--- src/rtl/instr_fetch_if.sv ---
// Fetch-stage port bundle: redirect input, imem req/rsp channels, decode channel.
// master = fetch unit, slave = its environment (execute, imem, decode).
interface instr_fetch_if #(
  parameter int XLEN = 32
);
  logic            redirect_valid;
  logic [XLEN-1:0] redirect_pc;

  logic            imem_req_valid;
  logic            imem_req_ready;
  logic [XLEN-1:0] imem_req_addr;
  logic            imem_rsp_valid;
  logic [31:0]     imem_rsp_data;

  logic            if_valid;
  logic            if_ready;
  logic [XLEN-1:0] if_pc;
  logic [31:0]     if_instr;

  modport master (
    input  redirect_valid, redirect_pc,
    input  imem_req_ready, imem_rsp_valid, imem_rsp_data,
    input  if_ready,
    output imem_req_valid, imem_req_addr,
    output if_valid, if_pc, if_instr
  );

  modport slave (
    output redirect_valid, redirect_pc,
    output imem_req_ready, imem_rsp_valid, imem_rsp_data,
    output if_ready,
    input  imem_req_valid, imem_req_addr,
    input  if_valid, if_pc, if_instr
  );
endinterface

--- src/rtl/instr_fetch.sv ---
// Instruction fetch: owns the PC, issues word reads to imem under a credit
// limit, buffers {pc,instr} in a small FIFO and hands them to decode.
// Taken branches flush the FIFO and mark in-flight reads for discard.
module instr_fetch #(
  parameter int              XLEN     = 32,
  parameter logic [XLEN-1:0] RESET_PC = '0,
  parameter int              DEPTH    = 4
) (
  input  logic          clk,
  input  logic          rst,
  instr_fetch_if.master bus
);
  localparam int AW = $clog2(DEPTH);
  localparam int CW = AW + 1;
  localparam logic [CW-1:0] DEPTH_C = CW'(DEPTH);

  typedef struct packed {
    logic [XLEN-1:0] pc;
    logic [31:0]     instr;
  } entry_t;

  entry_t          fifo_q [DEPTH];
  logic [AW-1:0]   rd_ptr_q, wr_ptr_q;
  logic [CW-1:0]   count_q;   // words buffered
  logic [CW-1:0]   live_q;    // in-flight reads whose data will be kept
  logic [CW-1:0]   drop_q;    // in-flight reads issued before a redirect
  logic [XLEN-1:0] pc_q;      // next address to request
  logic [XLEN-1:0] rsp_pc_q;  // PC belonging to the next kept response

  logic [CW-1:0]   credit;
  logic            req_fire, push, pop;
  logic [XLEN-1:0] redirect_tgt;

  // Buffered plus in-flight words may never exceed the FIFO size, so every
  // kept response is guaranteed a slot without back-pressuring imem.
  assign credit       = count_q + live_q;
  assign redirect_tgt = bus.redirect_pc & ~XLEN'(3);

  assign bus.imem_req_valid = !rst && !bus.redirect_valid && (credit < DEPTH_C);
  assign bus.imem_req_addr  = pc_q;
  assign req_fire           = bus.imem_req_valid && bus.imem_req_ready;

  assign push = bus.imem_rsp_valid && (drop_q == '0);

  assign bus.if_valid = (count_q != '0) && !bus.redirect_valid && !rst;
  assign bus.if_pc    = fifo_q[rd_ptr_q].pc;
  assign bus.if_instr = fifo_q[rd_ptr_q].instr;
  assign pop          = bus.if_valid && bus.if_ready;

  // Control state: redirect outranks issue, push and pop.
  always_ff @(posedge clk) begin
    if (rst) begin
      pc_q     <= RESET_PC;
      rsp_pc_q <= RESET_PC;
      count_q  <= '0;
      live_q   <= '0;
      drop_q   <= '0;
      rd_ptr_q <= '0;
      wr_ptr_q <= '0;
    end else if (bus.redirect_valid) begin
      pc_q     <= redirect_tgt;
      rsp_pc_q <= redirect_tgt;
      count_q  <= '0;
      rd_ptr_q <= '0;
      wr_ptr_q <= '0;
      live_q   <= '0;
      // Everything still outstanding becomes stale; a word arriving right
      // now is already being thrown away, so it is not counted again.
      drop_q   <= live_q + drop_q - CW'(bus.imem_rsp_valid);
    end else begin
      if (req_fire) pc_q <= pc_q + XLEN'(4);
      if (push) begin
        rsp_pc_q <= rsp_pc_q + XLEN'(4);
        wr_ptr_q <= wr_ptr_q + AW'(1);
      end
      if (pop) rd_ptr_q <= rd_ptr_q + AW'(1);
      if (bus.imem_rsp_valid && (drop_q != '0)) drop_q <= drop_q - CW'(1);
      live_q  <= live_q + CW'(req_fire) - CW'(push);
      count_q <= count_q + CW'(push) - CW'(pop);
    end
  end

  // FIFO storage; no reset needed since count gates visibility.
  always_ff @(posedge clk) begin
    if (!rst && !bus.redirect_valid && push)
      fifo_q[wr_ptr_q] <= '{pc: rsp_pc_q, instr: bus.imem_rsp_data};
  end

`ifndef SYNTHESIS
  a_rsp_expected: assert property (@(posedge clk) disable iff (rst)
    !(bus.imem_rsp_valid && (live_q == '0) && (drop_q == '0)));
  a_no_overflow: assert property (@(posedge clk) disable iff (rst)
    !(!bus.redirect_valid && push && !pop && (count_q == DEPTH_C)));
`endif
endmodule

--- src/flat_wrapper.sv ---
// flat-port wrapper written by rule: the top's interface ports become plain ports
module instr_fetch_flat 
#(
  parameter int              XLEN     = 32,
  parameter logic [XLEN-1:0] RESET_PC = '0,
  parameter int              DEPTH    = 4
)
  (clk, rst, bus_redirect_valid, bus_redirect_pc, bus_imem_req_ready, bus_imem_rsp_valid, bus_imem_rsp_data, bus_if_ready, bus_imem_req_valid, bus_imem_req_addr, bus_if_valid, bus_if_pc, bus_if_instr);
  instr_fetch_if #(.XLEN(XLEN)) bus_i ();
  input  logic clk;
  input  logic rst;
  input wire logic [$bits(bus_i.redirect_valid)-1:0] bus_redirect_valid;
  input wire logic [$bits(bus_i.redirect_pc)-1:0] bus_redirect_pc;
  input wire logic [$bits(bus_i.imem_req_ready)-1:0] bus_imem_req_ready;
  input wire logic [$bits(bus_i.imem_rsp_valid)-1:0] bus_imem_rsp_valid;
  input wire logic [$bits(bus_i.imem_rsp_data)-1:0] bus_imem_rsp_data;
  input wire logic [$bits(bus_i.if_ready)-1:0] bus_if_ready;
  output wire logic [$bits(bus_i.imem_req_valid)-1:0] bus_imem_req_valid;
  output wire logic [$bits(bus_i.imem_req_addr)-1:0] bus_imem_req_addr;
  output wire logic [$bits(bus_i.if_valid)-1:0] bus_if_valid;
  output wire logic [$bits(bus_i.if_pc)-1:0] bus_if_pc;
  output wire logic [$bits(bus_i.if_instr)-1:0] bus_if_instr;
  assign bus_i.redirect_valid = bus_redirect_valid;
  assign bus_i.redirect_pc = bus_redirect_pc;
  assign bus_i.imem_req_ready = bus_imem_req_ready;
  assign bus_i.imem_rsp_valid = bus_imem_rsp_valid;
  assign bus_i.imem_rsp_data = bus_imem_rsp_data;
  assign bus_i.if_ready = bus_if_ready;
  assign bus_imem_req_valid = bus_i.imem_req_valid;
  assign bus_imem_req_addr = bus_i.imem_req_addr;
  assign bus_if_valid = bus_i.if_valid;
  assign bus_if_pc = bus_i.if_pc;
  assign bus_if_instr = bus_i.if_instr;
  instr_fetch #(.XLEN(XLEN), .RESET_PC(RESET_PC), .DEPTH(DEPTH)) u_core (.clk(clk), .rst(rst), .bus(bus_i));
endmodule
--- config.mk ---
export PLATFORM = sky130hd
export DESIGN_NAME = instr_fetch_flat
export DESIGN_NICKNAME = d
export VERILOG_FILES = /design/src/rtl/instr_fetch_if.sv /design/src/rtl/instr_fetch.sv /design/src/flat_wrapper.sv
export SDC_FILE = /design/constraint.sdc
export NUM_CORES = 1
export LEC_CHECK = 0
export CAP_MARGIN = 10
export CORE_MARGIN = 4
export CORE_UTILIZATION = 50
export CTS_CLUSTER_SIZE = 20
export DETAILED_ROUTE_END_ITERATION = 8
export PLACE_DENSITY_LB_ADDON = 0.15
export SYNTH_ARGS = -nofsm -noshare
export SYNTH_HDL_FRONTEND = slang
export SYNTH_SLANG_ARGS = --single-unit
--- constraint.sdc ---
create_clock -name clk -period 7.4 [get_ports clk]
set_clock_uncertainty 0.05 [all_clocks]
set_input_delay 1.48 -clock clk [delete_from_list [all_inputs] [get_ports clk]]
set_output_delay 1.48 -clock clk [all_outputs]
set_load 0.1 [all_outputs]
# Word level (Yosys, flattened, before mapping)
# Memory sizes are Yosys's and may differ from the RTL's. A register that Yosys moved wholly into a read port is not among the register bits.
# Cells that the tools add are included.
dict set report word_totals {
  rom_bits 0
  input_bits 70
  wordCells 51
  mem_bits_rw 256
  register_bits 77
  memories 1
  latchBits 0
}
# name depth width read_ports rd_clocked_by_memory_dff write_ports line
set memory_table {}
lappend memory_table {u_core.fifo_q 4 64 1 1 1 instr_fetch.sv:22} ;# entry_t fifo_q [DEPTH];
dict set report op_classes {
  n_eq_ne 0
  bitwise_logic 0
  order_cmp 1
  addsub 12
  shifts 0
  muxes 10
  mul 0
  n_reduce_logical 18
  div 0
}
# op n
set ops {}
lappend ops {{$mux 32} 4}
lappend ops {{$add 32x3->32 const B} 2}
lappend ops {{$logic_and 1x1->1} 9}
lappend ops {{$sub 3x1->3} 3}
lappend ops {{$add 3x1->3} 2}
lappend ops {{$add 3x3->3} 2}
lappend ops {{$mux 3} 2}
lappend ops {{$reduce_bool 2->1} 3}
lappend ops {{$reduce_bool 3->1} 2}
lappend ops {{$add 2x1->2 const B} 2}
lappend ops {{$mux 2} 2}
lappend ops {{$logic_not 3->1} 1}
lappend ops {{$lt 3x3->1 const B} 1}
lappend ops {{$sub 3x1->3 const B} 1}
lappend ops {{$logic_not 1->1} 2}
lappend ops {{$mux 1} 2}
lappend ops {{$reduce_or 2->1} 1}

# Depth between registers and ports, before layout
# Gate-level depths: netlist of run 1.
dict set report logic_depth {
  word_depth 6
  depth_mapped 13
  mapped_depth_nobuf 12
}

# Least setup slack after synthesis of run 1
# Ideal clock, no wire load.
dict set report synth_path {
  path_kind {input port to output port}
  start {input port bus_redirect_valid}
  end {output port bus_imem_req_valid}
  n_path_buf 2
  t_arrival_ps 3308
  stages 4
  t_required_ps 5870
  path_slack_ps 2562
  path_cell_list {or2_1 > clkbuf_1 > clkbuf_1 > nor2_1}
}
dict set report synth_via {
  elab_chain_cells 3
}
# element line
set synth_lines {}
lappend synth_lines {{start: declaration} flat_wrapper.sv:12} ;# input wire logic [$bits(bus_i.redirect_valid)-1:0] bus_redirect_valid;
lappend synth_lines {{$logic_not 1->1} instr_fetch.sv:39} ;# assign bus.imem_req_valid = !rst && !bus.redirect_valid && (credit < DEPTH_C);
lappend synth_lines {{$logic_and 1x1->1 (2 in series)} instr_fetch.sv:39}
lappend synth_lines {{end: declaration} flat_wrapper.sv:18} ;# output wire logic [$bits(bus_i.imem_req_valid)-1:0] bus_imem_req_valid;
# Every way passes these cells.

==> results of run 1 <==
-- logic make-up (layout without fill, tap and decap cells) --
logic type,Yosys count,in the layout
adder cells (fa/ha/maj),19,19
buffers and inverters,74,268
AND/OR/NAND/NOR,199,199
multiplexers,66,66
XOR/XNOR,55,55
other,1,4
flip-flops,323,323
AO/OA/AOI/OAI,94,94
-- through the flow --
step / cell area [µm²] / cells / power (mW)
after floorplan: 13200 / 834 / 2.52
after global placement: 15100 / 1302 / 2.68
final: 16200 / 1363 / 4.32
after global routing: 16200 / 1363 / 4.48
after CTS: 16200 / 1363 / 4.36
after detailed placement: 15100 / 1302 / 2.69
-- state kept, by name, indices dropped and copies added (netlist names), named ones only --
register	flops
u_core.rd_ptr_q	2
u_core.drop_q	3
u_core.fifo_q	248
u_core.live_q	3
u_core.rsp_pc_q	30
u_core.bus.imem_req_addr	30
u_core.count_q	3
u_core.wr_ptr_q	2
-- how the worst max path moves through the flow --
stage,endpoint,slack [ns],depth (start not counted)
floorplan,bus_imem_req_valid,2.56,4
global placement,bus_if_valid,2.30,5
detailed placement,bus_if_valid,2.30,5
CTS,bus_if_pc[31],2.17,3
global route,bus_if_pc[20],2.06,3
finish,bus_if_pc[31],2.30,3
-- critical path: cells and delay by family (launching register included) --
kind	cells	cell delay (ns)
multiplexers	1	0.56
flip-flops	1	0.90
buffers and inverters	2	1.54
-- power by group --
part,switching (mW),leakage [nW],internal [mW]
logic,0.400,1.90,0.179
clock network,0.654,0.533,1.01
registers,0.0551,2.87,2.02
-- layout make-up --
class | instances | area [µm²]
fill | 1931 | 9740
sequential | 323 | 8950
multi-input combinational | 437 | 3950
timing repair buffer | 172 | 1690
clock buffer | 43 | 916
tap | 335 | 419
clock inverter | 18 | 180
inverter | 35 | 131
-- per-layer routing --
metal	GRT usage, %	up-vias	routed length, µm
met5	0	-	0
met1	28.1	3795	12500
met2	29.5	269	12600
met4	3.75	0	365
li1	-	3562	-
met3	3.62	33	1740
-- cell usage in the layout, fill, tap and decap left out, drive strengths merged, types with 9 or more instances in the layout --
cell type	n
mux4	62
a21boi	18
clkinv	13
inv	36
dfxtp	75
xnor2	24
o211ai	11
a31oi	12
nor3	9
nand3	23
xor2	31
ha	16
edfxtp	248
a21oi	23
nor2	33
a211oi	12
nand4	30
buf	13
nor4	11
clkdlybuf4s50	159
nand2	53
clkbuf	43
and2	10
==> results.yml, run 1 <==
clock_tree:
  cts_root_buffer: "clkbuf_16"
  numCtsBuffers: 34
  post_cts_resized: 0
  h-tree-depth: 2
  cts_tree: "built"
  clk_path_buf_depth: 3
  cts_setup_buffers: 0
  clock_latency_ns: 0.50
  cts_sinks: 323
  cts.hold.buffers_added: 0
  clk_pin_slew_ns: 0.06
routing:
  avgRoutedWirePerCell_um: 19.9
  route.vias.total: 7659
  drtIter0Drc: 491
  drc_errors: 0
  viasPerCell: 5.62
  drt_wl_total_um: 27200
  dr.pass1.iters: 4
  drtAntennaViolNets: 0
global_routing:
  grt_pass1_wl_um: 43000
  overflow: 0
  grt_usage_pct: 18.8
  grt_max_degree: 47
  antenna_found_initial: 0
  first_global_vias: 7809
critical_path:
  reg2reg_depth: 6
  reg2reg_from: "u_core.drop_q[0]"
  rr_endpoint: "u_core.fifo_q[0][35]"
  cp_data_required_time_ns: 5.87
  r2r_setup_slack_ns: 4.29
  cp-end-kind: "output port"
  slowest_delay_ns: 1.01
  crit_fanout: 41
  cpMaxStageDelayCell: "clkdlybuf4s50_1"
  crit_chain: "buf_4, mux4_2, clkdlybuf4s50_1"
  path_class: "reg2out"
  crit_path_start_kind: "register"
  arrival_ns: 3.57
floorplan:
  core_area_um2: 26000
  die_h_um: 170
  rows: 59
  dieArea_um2: 29000
  initial_core_util_pct: 50.8
  die_w_um: 170
  io_pins: 168
power_and_ir_drop:
  worst_ir_drop_vdd_v: 0.000194
  power_density_nw_per_um2: 266
  p_leak_nw: 5.31
synthesis:
  synth_top_family_by_area: "multiplexers"
  netlist_area_um2: 13200
  yosysMostFrequentCell: "edfxtp_1"
  synthCells: 831
  avgSynthCellArea_um2: 15.9
  yosysWarnings: 0
  yosysTopAreaCellShare_pct: 56.4
  yosys.area.top_type: "edfxtp_1"
  async_flop_share_pct: 0
  muxShareOfSynthArea_pct: 10.9
  yosys-top-cells-area: "edfxtp_1, dfxtp_1, mux4_2"
  ys_seq_area_share_pct: 67.8
  synth_xor_area_share_pct: 3.65
  synthTopCellsByCount: "edfxtp_1, dfxtp_1, mux4_2, nand2_1, inv_1"
  synth_fa_ha_area_share_pct: 1.97
  synth-simple-area-share_pct: 8.55
  synth_cell_type_count: 59
  synth-edff-count: 248
  synth_compound_area_share_pct: 4.72
  ys_seq_elements: 323
  ys.flop_type: "edfxtp_1"
min_path:
  min_from: "u_core.wr_ptr_q[0]"
  holdPathEnd: "u_core.wr_ptr_q[0]"
  hp-class: "reg2reg"
  min_path_cells: 2
run:
  cap_violations: 0
placement:
  gp_congestion: 0.894
  io_buffer_count: 161
  hpwlAfterDp_um: 17300
  pre_cts_ws_ns: 2.30
timing:
  max-slew-margin-rel_pct: 28.3
  finalHoldViolations: 0
  period_needed_ns: 5.10
  finalHoldWorstSlack_ns: 0.442
  finalCritPeriodShare_pct: 68.9
  max_freq_mhz: 196
  finalMaxSlewViolations: 0
  tightest_slew_ns: 1.07
  setup_violations: 0
  grt_setup_unrepaired: "no"
  setup_ws_ns: 2.30
  tns_ns: 0
final_layout:
  fin_nets: 1092
  syn2layout_area_growth_pct: 23.1
  drive_above_1_share_pct: 13.5
  diodes: 0
  utilization_pct: 62.5
run_status:
  outcome: "finished clean"
(Power assumes the default switching activity.)
==> inputs of run 2 (changes only) <==
clock period = 5.3 ns   (was 7.4 ns; I/O delays follow)
==> run 2 against run 1 <==
Against the previous run:
- via count shrank 0.37%
- combinational power up 41%
- sequential power is 40% higher
- highest routed layer unchanged
==> results.yml, run 2 (synthesis gave the netlist of run 1 again) <==
routing:
  viasPerCell: 5.60
  drtIter0Drc: 559
  drt_wl_total_um: 27300
  dr.pass1.iters: 5
  avgRoutedWirePerCell_um: 20.0
  drtAntennaViolNets: 0
  drc_errors: 0
  route.vias.total: 7631
placement:
  io_buffer_count: 161
  hpwlAfterDp_um: 17300
  postPlaceCellArea_um2: 15300
  dp.cells: 1303
  gp_congestion: 0.868
global_routing:
  antenna_found_initial: 0
  grt_max_degree: 63
  overflow: 0
  first_global_vias: 7797
  grt_pass1_wl_um: 42700
  grt_usage_pct: 18.7
clock_tree:
  cts_setup_buffers: 0
  numCtsBuffers: 36
  cts.hold.buffers_added: 0
  cts_root_buffer: "clkbuf_16"
  h-tree-depth: 2
  post_cts_resized: 0
  clk_pin_slew_ns: 0.06
  cts_tree: "built"
  cts_sinks: 323
  clock_latency_ns: 0.50
  clk_path_buf_depth: 3
timing:
  period_needed_ns: 4.18
  max-slew-margin-rel_pct: 28.2
  tns_ns: 0
  tightest_slew_ns: 1.07
  grt_setup_unrepaired: "no"
  finalCritPeriodShare_pct: 79.0
  finalHoldViolations: 0
  max_freq_mhz: 239
  setup_violations: 0
  finalMaxSlewViolations: 0
critical_path:
  cp-end-kind: "output port"
  crit_path_start_kind: "register"
  cp_data_required_time_ns: 4.19
  crit_chain: "buf_12, mux4_2, clkdlybuf4s50_1"
  reg2reg_depth: 12
  arrival_ns: 3.07
  path_class: "reg2out"
  crit_fanout: 38
  cpMaxStageDelayCell: "clkdlybuf4s50_1"
  slowest_delay_ns: 1.19
min_path:
  min_path_cells: 2
  hp-class: "reg2reg"
floorplan:
  die_h_um: 170
  io_pins: 168
  initial_core_util_pct: 50.8
  die_w_um: 170
  dieArea_um2: 29000
  rows: 59
  core_area_um2: 26000
final_layout:
  largest_reg_flops: 248
  final_common_cell: "edfxtp_1"
  final_cells: 1363
  syn2layout_area_growth_pct: 24.5
  drive_above_1_share_pct: 14.4
  top_register: "u_core.fifo_q"
  layout_common_cells: "edfxtp_1, clkdlybuf4s50_1, dfxtp_1"
  final_area_um2: 16400
  fin_nets: 1095
  diodes: 0
  utilization_pct: 63.2
power_and_ir_drop:
  worst_ir_drop_vdd_v: 0.000240
  p_leak_nw: 5.37
  power_density_nw_per_um2: 373
run_status:
  outcome: "finished clean"
run:
  cap_violations: 0
## run 2: cell types whose count changed in the layout (fill, tap and decap cells not counted)
cell / delta
clkinv_1: -10
clkinvlp_4: +2
buf_4: -9
clkbuf_16: +2
clkinv_2: +4
clkbuf_1: +1
buf_12: +10
## run 2: path summary, 6_finish.rpt
kind,start,endpoint,slack [ns]
worst max-delay path,register,bus_if_pc[15],1.12
worst min-delay path,u_core.wr_ptr_q[0],u_core.wr_ptr_q[0],0.45
worst max register to register,u_core.drop_q[0],u_core.live_q[2],2.53
worst min register to register,u_core.wr_ptr_q[0],u_core.wr_ptr_q[0],0.45
## run 2: critical path, delay by kind of cell, from the launching register on
kind,cells,cell delay (ns)
muxes,1,0.23
DFF,1,0.77
buffers and inverters,2,1.53
## run 2: cell type report
class	instances	area, µm²
clock inverters	14	178
repair buffers	173	1820
fillers	1922	9560
multi-input cells	437	3950
clock buffers	46	970
well taps	335	419
flip-flops and latches	323	8950
inverters	35	131
## run 2: per-layer routing
layer  part of all wire, %  global-route usage (%)
met1                    45                    27.5
met2                    46                    28.7
met3                   6.9                    3.79
met4                   2.3                    5.35
met5                     0                       0
## run 2: stage by stage
| step | power [mW] | hold WS [ns] | setup WS [ns] |
|---|---|---|---|
| after floorplan | 3.52 | 0.416 | 1.09 |
| final | 6.13 | 0.451 | 1.12 |
| after detailed placement | 3.76 | 0.446 | 1.11 |
| after CTS | 6.19 | 0.454 | 1.02 |
| after global placement | 3.75 | 0.435 | 1.12 |
| after global routing | 6.35 | 0.494 | 0.972 |
## run 2: power by group
part           internal (mW)  total, mW  switching [mW]
logic                  0.257      0.817           0.560
registers               2.82       2.89          0.0760
clock network           1.48       2.42           0.934
total                   4.56       6.13            1.57
==> inputs of run 3 (changes only) <==
clock period = 4.3 ns   (was 5.3 ns; I/O delays follow)
==> run 3 against run 2 <==
Against the previous run:
- non-clock buffer count increased by 11
- total power increased by 21%
- largest power group unchanged
- combinational power increased by 25%
- first-iteration DRC count increased by 6.8%
- final cell count increased by 0.88%
- sequential power increased by 23%
- core utilization decreased by 0.53 points
- via count increased by 0.67%
- critical path type unchanged
- routed wire length increased by 2.1%
==> results.yml, run 3 (synthesis gave the netlist of run 1 again) <==
final_layout:
  top_register: "u_core.fifo_q"
  drive_above_1_share_pct: 18.8
  diodes: 0
  layout_common_cells: "edfxtp_1, clkdlybuf4s50_1, dfxtp_1"
  largest_reg_flops: 248
  final_common_cell: "edfxtp_1"
  fin_nets: 1104
  final_cells: 1375
  syn2layout_area_growth_pct: 23.5
  utilization_pct: 62.7
  final_area_um2: 16300
  nFillCells: 1954
critical_path:
  cp_data_required_time_ns: 3.39
  cp_top_family: "buffers and inverters"
  crit_path_start_kind: "register"
  cpMaxStageDelayCell: "clkdlybuf4s50_1"
  arrival_ns: 2.74
  cp-end-kind: "output port"
  path_buf_inv: 1
  crit_fanout: 20
  slowest_delay_ns: 0.99
  path_class: "reg2out"
  crit_chain: "mux4_2, clkdlybuf4s50_1"
clock_tree:
  cts.hold.buffers_added: 0
  cts_sinks: 323
  clk_pin_slew_ns: 0.06
  cts_tree: "built"
  cts_setup_buffers: 0
  cts_root_buffer: "clkbuf_16"
  clock_latency_ns: 0.51
  h-tree-depth: 2
  numCtsBuffers: 34
  clk_path_buf_depth: 3
  post_cts_resized: 0
power_and_ir_drop:
  switching_share_pct: 26.1
  power.total_mw: 7.40
  seqPwrFrac_pct: 48.2
  combPwrFrac_pct: 13.7
  worst_ir_drop_vdd_v: 0.000313
  p_leak_nw: 5.42
  power_density_nw_per_um2: 454
  power.share.clock_pct: 38.1
  p_int_mw: 5.47
  power.switching_mw: 1.93
placement:
  hpwlAfterDp_um: 18400
  postPlaceCellArea_um2: 15200
  dp.cells: 1314
  io_buffer_count: 161
  gp_congestion: 0.877
timing:
  finalHoldViolations: 0
  setup_violations: 0
  finalCritPeriodShare_pct: 84.9
  tightest_slew_ns: 1.03
  max_freq_mhz: 274
  finalMaxSlewViolations: 0
  max-slew-margin-rel_pct: 31.3
  period_needed_ns: 3.65
  tns_ns: 0
  grt_setup_unrepaired: "no"
floorplan:
  io_pins: 168
  initial_core_util_pct: 50.8
  dieArea_um2: 29000
  rows: 59
  core_area_um2: 26000
  die_h_um: 170
  die_w_um: 170
routing:
  avgRoutedWirePerCell_um: 20.2
  drtIter0Drc: 597
  drtAntennaViolNets: 0
  viasPerCell: 5.59
  dr.pass1.iters: 5
  route.vias.total: 7682
  drc_errors: 0
  drt_wl_total_um: 27800
global_routing:
  grt_max_degree: 44
  grt_usage_pct: 19.4
  grt_pass1_wl_um: 44200
  antenna_found_initial: 0
  overflow: 0
  first_global_vias: 7997
min_path:
  hp-class: "reg2reg"
run_status:
  outcome: "finished clean"
run:
  cap_violations: 0
## run 3: cell count changes in the layout (fill, tap and decap cells not counted), sizes merged
| cell | previous run | this run |
|---|---|---|
| buf | 14 | 68 |
| bufinv | 4 | 3 |
| clkbuf | 46 | 44 |
| clkdlybuf4s50 | 159 | 116 |
| clkinv | 7 | 11 |
| clkinvlp | 2 | 0 |
| inv | 36 | 38 |
## run 3: worst min-delay path, delay by kind of cell (launching register included)
kind               cells  cell delay (ns)
and+or+nand+nor        1             0.07
AOI/OAI and AO/OA      1             0.05
DFF                    1             0.34
## run 3: metal layers
metal,global-route usage [%],wire length (µm)
met4,5.42,531
met3,3.79,1910
met2,30.1,12800
met1,28.4,12500
met5,0,0
## run 3: final cells by class
class / instances / area [µm²] / share of cell area (%)
sequential: 323 / 8950 / 55.0
multi-input combinational: 437 / 3950 / 24.3
timing repair buffer: 184 / 1750 / 10.7
clock buffer: 44 / 908 / 5.58
tap: 335 / 419 / 2.57
clock inverter: 17 / 175 / 1.08
inverter: 35 / 131 / 0.807
## run 3: power groups by stage
stage / Combinational, mW / Sequential (mW) / Clock (mW)
2_1_floorplan: 0.612 / 3.73 / 0
3_3_place_gp: 1.01 / 3.62 / 0
3_5_place_dp: 1.02 / 3.63 / 0
4_1_cts: 1.02 / 3.56 / 2.89
5_1_grt: 1.08 / 3.58 / 3.05
6_report: 1.02 / 3.56 / 2.82
## run 3: path summary, 6_finish.rpt
check	end	start	slack, ns	cells after the start
worst min-delay path	u_core.wr_ptr_q[0]	u_core.wr_ptr_q[0]	0.45	2
worst max-delay path	bus_if_pc[17]	register	0.65	2
worst min register to register	u_core.wr_ptr_q[0]	u_core.wr_ptr_q[0]	0.45	2
worst max register to register	u_core.live_q[2]	u_core.count_q[1]	1.52	12
## run 3: per-stage QoR
step / worst slack (ns) / hold WS [ns]
floorplan: 0.292 / 0.416
global placement: 0.819 / 0.439
detailed placement: 0.816 / 0.445
CTS: 0.604 / 0.453
global route: 0.548 / 0.478
finish: 0.651 / 0.449
